**src/rtl/posit_pkg.sv**
```systemverilog
// rtl/posit_pkg.sv - shared types and constants for the posit decode scheduler
package posit_pkg;

  localparam int POSIT_N  = 8;
  localparam int POSIT_ES = 3;
  localparam int POSIT_RS = $clog2(POSIT_N);

  localparam logic MODE_MUL = 1'b0;
  localparam logic MODE_FMA = 1'b1;

  typedef struct packed {
    logic                sign;
    logic [POSIT_RS+2:0] k;
    logic [POSIT_ES-1:0] exponent;
    logic [POSIT_N-1:0]  mantissa;
    logic                inf;
    logic                zero;
  } decoded_t;

  typedef enum logic [2:0] {IDLE, DEC_A, DEC_B, DEC_C, HOLD} state_t;

  localparam decoded_t DEC_ZERO = '{sign: 1'b0, k: '0, exponent: '0,
                                    mantissa: '0, inf: 1'b0, zero: 1'b1};

endpackage

```
**src/rtl/posit_decode_scheduler_extract.sv**
```systemverilog
// rtl/posit_decode_scheduler_extract.sv - combinational posit field decoder
// Zero and NaR report only their flag; other words carry a hidden 1 at mantissa MSB.
module Data_Extraction
  import posit_pkg::*;
#(
  parameter int N  = POSIT_N,
  parameter int ES = POSIT_ES,
  parameter int RS = POSIT_RS
) (
  input  logic [N-1:0] word,
  output decoded_t     dec
);

  logic [N-2:0] rest;
  logic [N-2:0] tail;
  logic [N-2:0] frac;
  logic         rc;
  logic         counting;
  logic [RS:0]  run;
  logic [RS+2:0] run_ext;
  logic         is_zero;
  logic         is_nar;

  assign is_zero = (word == '0);
  assign is_nar  = (word == {1'b1, {(N-1){1'b0}}});
  // Lower bits of the two's complement equal the two's complement of the lower bits.
  assign rest    = word[N-1] ? (~word[N-2:0] + 1'b1) : word[N-2:0];
  assign rc      = rest[N-2];

  always_comb begin
    run      = '0;
    counting = 1'b1;
    for (int i = N-2; i >= 0; i--) begin
      if (counting && (rest[i] == rc)) run = run + 1'b1;
      else counting = 1'b0;
    end
  end

  assign run_ext = {2'b00, run};
  assign tail    = rest << (run + 1'b1);
  assign frac    = tail << ES;

  always_comb begin
    dec = '0;
    if (is_nar) begin
      dec.inf = 1'b1;
    end else if (is_zero) begin
      dec.zero = 1'b1;
    end else begin
      dec.sign     = word[N-1];
      dec.k        = rc ? (run_ext - 1'b1) : (-run_ext);
      dec.exponent = tail[N-2 -: ES];
      dec.mantissa = {1'b1, frac};
    end
  end

endmodule

```
**src/rtl/posit_decode_scheduler.sv**
```systemverilog
// rtl/posit_decode_scheduler.sv - decodes a MUL/FMA operand bundle through one shared decoder
module posit_decode_scheduler
  import posit_pkg::*;
#(
  parameter int N  = POSIT_N,
  parameter int ES = POSIT_ES,
  parameter int RS = $clog2(N)
) (
  input  logic         clk,
  input  logic         rst,
  input  logic         in_valid,
  output logic         in_ready,
  input  logic         in_mode,
  input  logic [N-1:0] in_a,
  input  logic [N-1:0] in_b,
  input  logic [N-1:0] in_c,
  output logic         out_valid,
  input  logic         out_ready,
  output logic         out_mode,
  output decoded_t     out_a,
  output decoded_t     out_b,
  output decoded_t     out_c,
  output logic         any_nar,
  output logic         any_zero
);

  state_t       state;
  state_t       state_next;
  logic [N-1:0] op_a;
  logic [N-1:0] op_b;
  logic [N-1:0] op_c;
  logic [N-1:0] dec_word;
  decoded_t     dec;
  logic         accept;

  Data_Extraction #(.N(N), .ES(ES), .RS(RS)) u_extract (
    .word (dec_word),
    .dec  (dec)
  );

  assign accept = in_valid && in_ready;

  always_comb begin
    state_next = state;
    in_ready   = 1'b0;
    out_valid  = 1'b0;
    dec_word   = op_a;
    case (state)
      IDLE: begin
        in_ready = 1'b1;
        if (in_valid) state_next = DEC_A;
      end
      DEC_A: state_next = DEC_B;
      DEC_B: begin
        dec_word   = op_b;
        state_next = (out_mode == MODE_FMA) ? DEC_C : HOLD;
      end
      DEC_C: begin
        dec_word   = op_c;
        state_next = HOLD;
      end
      HOLD: begin
        out_valid = 1'b1;
        in_ready  = out_ready;
        if (out_ready) state_next = in_valid ? DEC_A : IDLE;
      end
      default: state_next = IDLE;
    endcase
  end

  always_ff @(posedge clk) begin
    if (rst) begin
      state    <= IDLE;
      op_a     <= '0;
      op_b     <= '0;
      op_c     <= '0;
      out_mode <= MODE_MUL;
    end else begin
      state <= state_next;
      if (accept) begin
        op_a     <= in_a;
        op_b     <= in_b;
        op_c     <= in_c;
        out_mode <= in_mode;
      end
    end
  end

  // Flags restart on A and accumulate, so they are complete on entry to HOLD.
  always_ff @(posedge clk) begin
    if (rst) begin
      out_a    <= '0;
      out_b    <= '0;
      out_c    <= '0;
      any_nar  <= 1'b0;
      any_zero <= 1'b0;
    end else begin
      case (state)
        DEC_A: begin
          out_a    <= dec;
          any_nar  <= dec.inf;
          any_zero <= dec.zero;
        end
        DEC_B: begin
          out_b    <= dec;
          any_nar  <= any_nar | dec.inf;
          any_zero <= any_zero | dec.zero;
          if (out_mode == MODE_MUL) out_c <= DEC_ZERO;
        end
        DEC_C: begin
          out_c    <= dec;
          any_nar  <= any_nar | dec.inf;
          any_zero <= any_zero | dec.zero;
        end
        default: ;
      endcase
    end
  end

endmodule

```
**config.mk**
```make
export PLATFORM = sky130hd
export DESIGN_NAME = posit_decode_scheduler
export DESIGN_NICKNAME = d
export VERILOG_FILES = /design/src/rtl/posit_pkg.sv /design/src/rtl/posit_decode_scheduler_extract.sv /design/src/rtl/posit_decode_scheduler.sv
export SDC_FILE = /design/constraint.sdc
export NUM_CORES = 1
export LEC_CHECK = 0
export CAP_MARGIN = 30
export CORE_ASPECT_RATIO = 1.1
export CORE_MARGIN = 2
export CORE_UTILIZATION = 55
export CTS_CLUSTER_SIZE = 24
export DETAILED_ROUTE_END_ITERATION = 6
export PLACE_DENSITY = 0.86
export SETUP_SLACK_MARGIN = 0.5
export SYNTH_ARGS = -nofsm -noshare
export SYNTH_HDL_FRONTEND = slang
export SYNTH_SLANG_ARGS = --single-unit
export TNS_END_PERCENT = 100
```
**constraint.sdc**
```tcl
create_clock -name clk -period 13.17 [get_ports clk]
set_input_delay 2.634 -clock clk [delete_from_list [all_inputs] [get_ports clk]]
set_output_delay 2.634 -clock clk [all_outputs]
set_load 0.005 [all_outputs]
```
==> flow_summary.yaml <==
cells_and_area:
  fin_area_um2: 5253
  seqCellArea_um2: 1622
  final_nets: 635
  n_antenna_cell: 0
  syn_to_final_growth_pct: 23.47
  multi_input_area_um2: 2375
  drive_gt1_frac: 0.07566
  n_fill_cell: 587
global_route:
  grt_start_max_net_pins: 84
  antenna_found_initial: 0
  grt_overflow: 0
  track_usage: 0.2869
  grt_pass1_vias: 3784
  grt_first_pass_wirelength_mm: 18.78
clocking:
  clk_pin_slew_worst_paths_ps: 90
  ctsHoldBuffers: 0
  cts-root-buf: "clkbuf_8"
  htreeDepth: 3
  cts.sink_count: 81
  clockBufferDepth: 2
  cts_tree: "yes"
  numCtsBuffers: 9
  insertion_delay_ps: 360
  post_cts_resize_count: 0
  cts_setup_buffers: 0
sta:
  timing.final.crit_share: 0.5037
  slew_viol_final: 0
  max_freq_mhz: 150.8
  fin_setup_tns_ps: 0
  tightest_slew_ps: 1012
  setup_viol: 0
  hold_viol: 0
  layout_min_cycle_time_ps: 6633
  relSlewSlack: 0.3231
  fin_skew_ps: 7.046
  rsz0062_at_grt: "false"
floorplanning:
  dieArea_um2: 8455
  io_pins: 94
  coreArea_um2: 7473
  row_count: 33
  die_h_um: 96.24
  fp.dieW_um: 87.86
  initial_utilization: 0.5692
setup_path:
  critical_path_depth: 4
  critPathRequiredTime_ps: 10540
  startpoint_type: "input port"
  cp_common_cell: "clkdlybuf4s50_1"
  critPathTopFamily: "buffers and inverters"
  r2r_cells: 14
  crit_slowest_cell: "clkdlybuf4s50_1"
  rrSetupSlack_ps: 7640
  path_buf_inv: 2
  critPathMaxFanout: 3
  crit_chain: "clkdlybuf4s50_1 > nor2_1 > nor3_1 > clkdlybuf4s50_1"
  cp_slowest_stage_delay_ps: 570
  arrival_ps: 4000
  crit_type: "in2out"
  worst_setup_path_end_kind: "output pin"
logic_synthesis:
  synth_edf_count: 0
  syn_area_um2: 4254
  synth_common_cells: "nand2_1 (105), dfxtp_1 (81), a21oi_1 (68), nor2_1 (50), clkbuf_1 (27)"
  synth_adder_area_share: 0.008824
  synth_top_area_frac: 0.3812
  synthCells: 543
  synth_area_leader_cell: "dfxtp_1"
  synth_ff_type: "dfxtp_1"
  yosysUniqueCellTypes: 65
  syn-mean-instance-area_um2: 7.834
  synth.ff_latch_count: 81
  synth_warnings: 0
  synth_area_leaders: "dfxtp_1 (38%), nand2_1 (9.3%), a21oi_1 (8.0%), nor2_1 (4.4%), mux2_2 (2.9%)"
  synth_most_common_cell: "nand2_1"
  muxShareOfSynthArea: 0.06059
  synth_top_family_by_area: "compound AO/OA/AOI/OAI gates"
  yosys.area_share.simple: 0.2241
  ys_seq_area_frac: 0.3812
  synth_compound_area_frac: 0.2303
  synthArstFlopShare: 0
  synth-xor-area-share: 0.02647
min_path:
  whs_path_depth: 2
  hp-class: "reg2reg"
pwr:
  internal_power_uw: 446.7
  power_density_nw_per_um2: 131.6
  clockPowerShare: 0.295
  p_comb_frac: 0.321
  p_sw_uw: 244.4
  p_sw_frac: 0.3536
  ir_worst_vdd_mv: 0.09193
  p_leak_nw: 1.853
  power_frac_seq: 0.385
place:
  gp_routability_congestion: 0.8635
  io_buffers: 84
  dpl-instance-area_um2: 5035
  dp_hpwl_mm: 8.432
outcome:
  status: "complete, no violations"
route:
  via_count: 4248
  routed_wirelength_mm: 12.11
  wire_per_inst_um: 16.98
  drtIter0Drc: 269
  avgViaCountPerCell: 5.958
  dr.pass1.iters: 5
  postRouteAntennaNets: 0
  drc: 0
flow_run:
  maxCapViolations: 0
sequential cells by signal, indices dropped and copies added, names as in the netlist:
| register | flops |
|---|---|
| any_nar | 1 |
| any_zero | 1 |
| op_a | 8 |
| op_b | 8 |
| op_c | 8 |
| out_a | 17 |
| out_b | 17 |
| out_c | 17 |
| out_mode | 1 |
| state | 3 |
routing by layer:
layer / wire length, µm / global-route usage
met3: 836 / 0.05489
met5: 0 / 0
met4: 171 / 0.08846
met1: 5066 / 0.3735
met2: 6034 / 0.4804
logic make-up after synthesis:
group | after synthesis
buffers and inverters | 57
xor gates and xnor gates | 12
and+or+nand+nor | 217
AOI/OAI and AO/OA | 150
DFF | 81
adders and majority gates | 3
other | 1
muxes | 22
layout by cell type, fill, tap and decap left out, types with 3 or more instances in the layout:
master           instances
xor2_1                   4
a22oi_1                 12
and2_1                   5
clkdlybuf4s50_1         83
a211oi_1                10
nor3_1                  13
o22ai_1                  6
conb_1                   9
o21ai_0                 12
nor2_1                  50
dfxtp_1                 81
and3_1                   3
nor3b_1                  3
a31oi_1                  5
nor4_1                   4
o211ai_1                 7
nand3b_1                 5
buf_4                    5
xnor2_1                  7
or3_1                    5
clkbuf_8                 9
o21ai_1                  3
mux2i_1                  7
nand3_1                 13
inv_1                    8
nand2_1                105
mux2_2                  11
ha_1                     3
mux2i_2                  3
a21oi_1                 68
worst register-to-register path, cell delays in order (launching register included):
cell       delay [ps]
dfxtp_1           920
mux2_2            430
mux2i_2           350
ha_1              370
o2111ai_1         170
a21bo_2           310
and3_1            250
or4_1             590
o22a_1            300
ha_1              570
inv_1             220
or3_1             420
o21ai_2           120
a22oi_1           160
a211oi_1          270
final cells by class:
cell class | count | share of cell area
repair buffers | 89 | 0.1663
inverters | 9 | 0.006432
multi-input cells | 413 | 0.4521
flip-flops and latches | 81 | 0.3087
clock buffers | 10 | 0.02430
clock inverters | 6 | 0.01715
well taps | 105 | 0.02501
through the flow:
step	total power, mW	utilization	hold slack (ps)	std cells	setup WS (ps)
2_1_floorplan	0.4276	-	432.9	551	7616
5_1_grt	0.7220	0.7028	474.2	713	6456
6_report	0.6911	0.7028	458.7	713	6537
3_5_place_dp	0.4859	0.6737	448.7	697	6537
4_1_cts	0.6855	0.7028	460.8	713	6526
3_3_place_gp	0.4819	0.6717	440.2	695	6610
power groups by stage:
stage	registers [mW]	clock network [mW]	logic, mW
floorplan	0.268	0	0.159
finish	0.266	0.204	0.222
global placement	0.270	0	0.212
detailed placement	0.271	0	0.215
global route	0.267	0.216	0.239
CTS	0.265	0.203	0.217
final timing paths:
| kind | start | end |
|---|---|---|
| worst min-delay path | out_a[1]$_SDFFE_PP0P_ | out_a[1]$_SDFFE_PP0P_ |
| worst min register to register | out_a[1]$_SDFFE_PP0P_ | out_a[1]$_SDFFE_PP0P_ |
| worst max register to register | state[0]$_SDFFE_PP0P_ | out_a[12]$_SDFFE_PP0P_ |
| worst max-delay path | out_ready | in_ready |
Note: power is estimated with default switching activity, not from simulation.
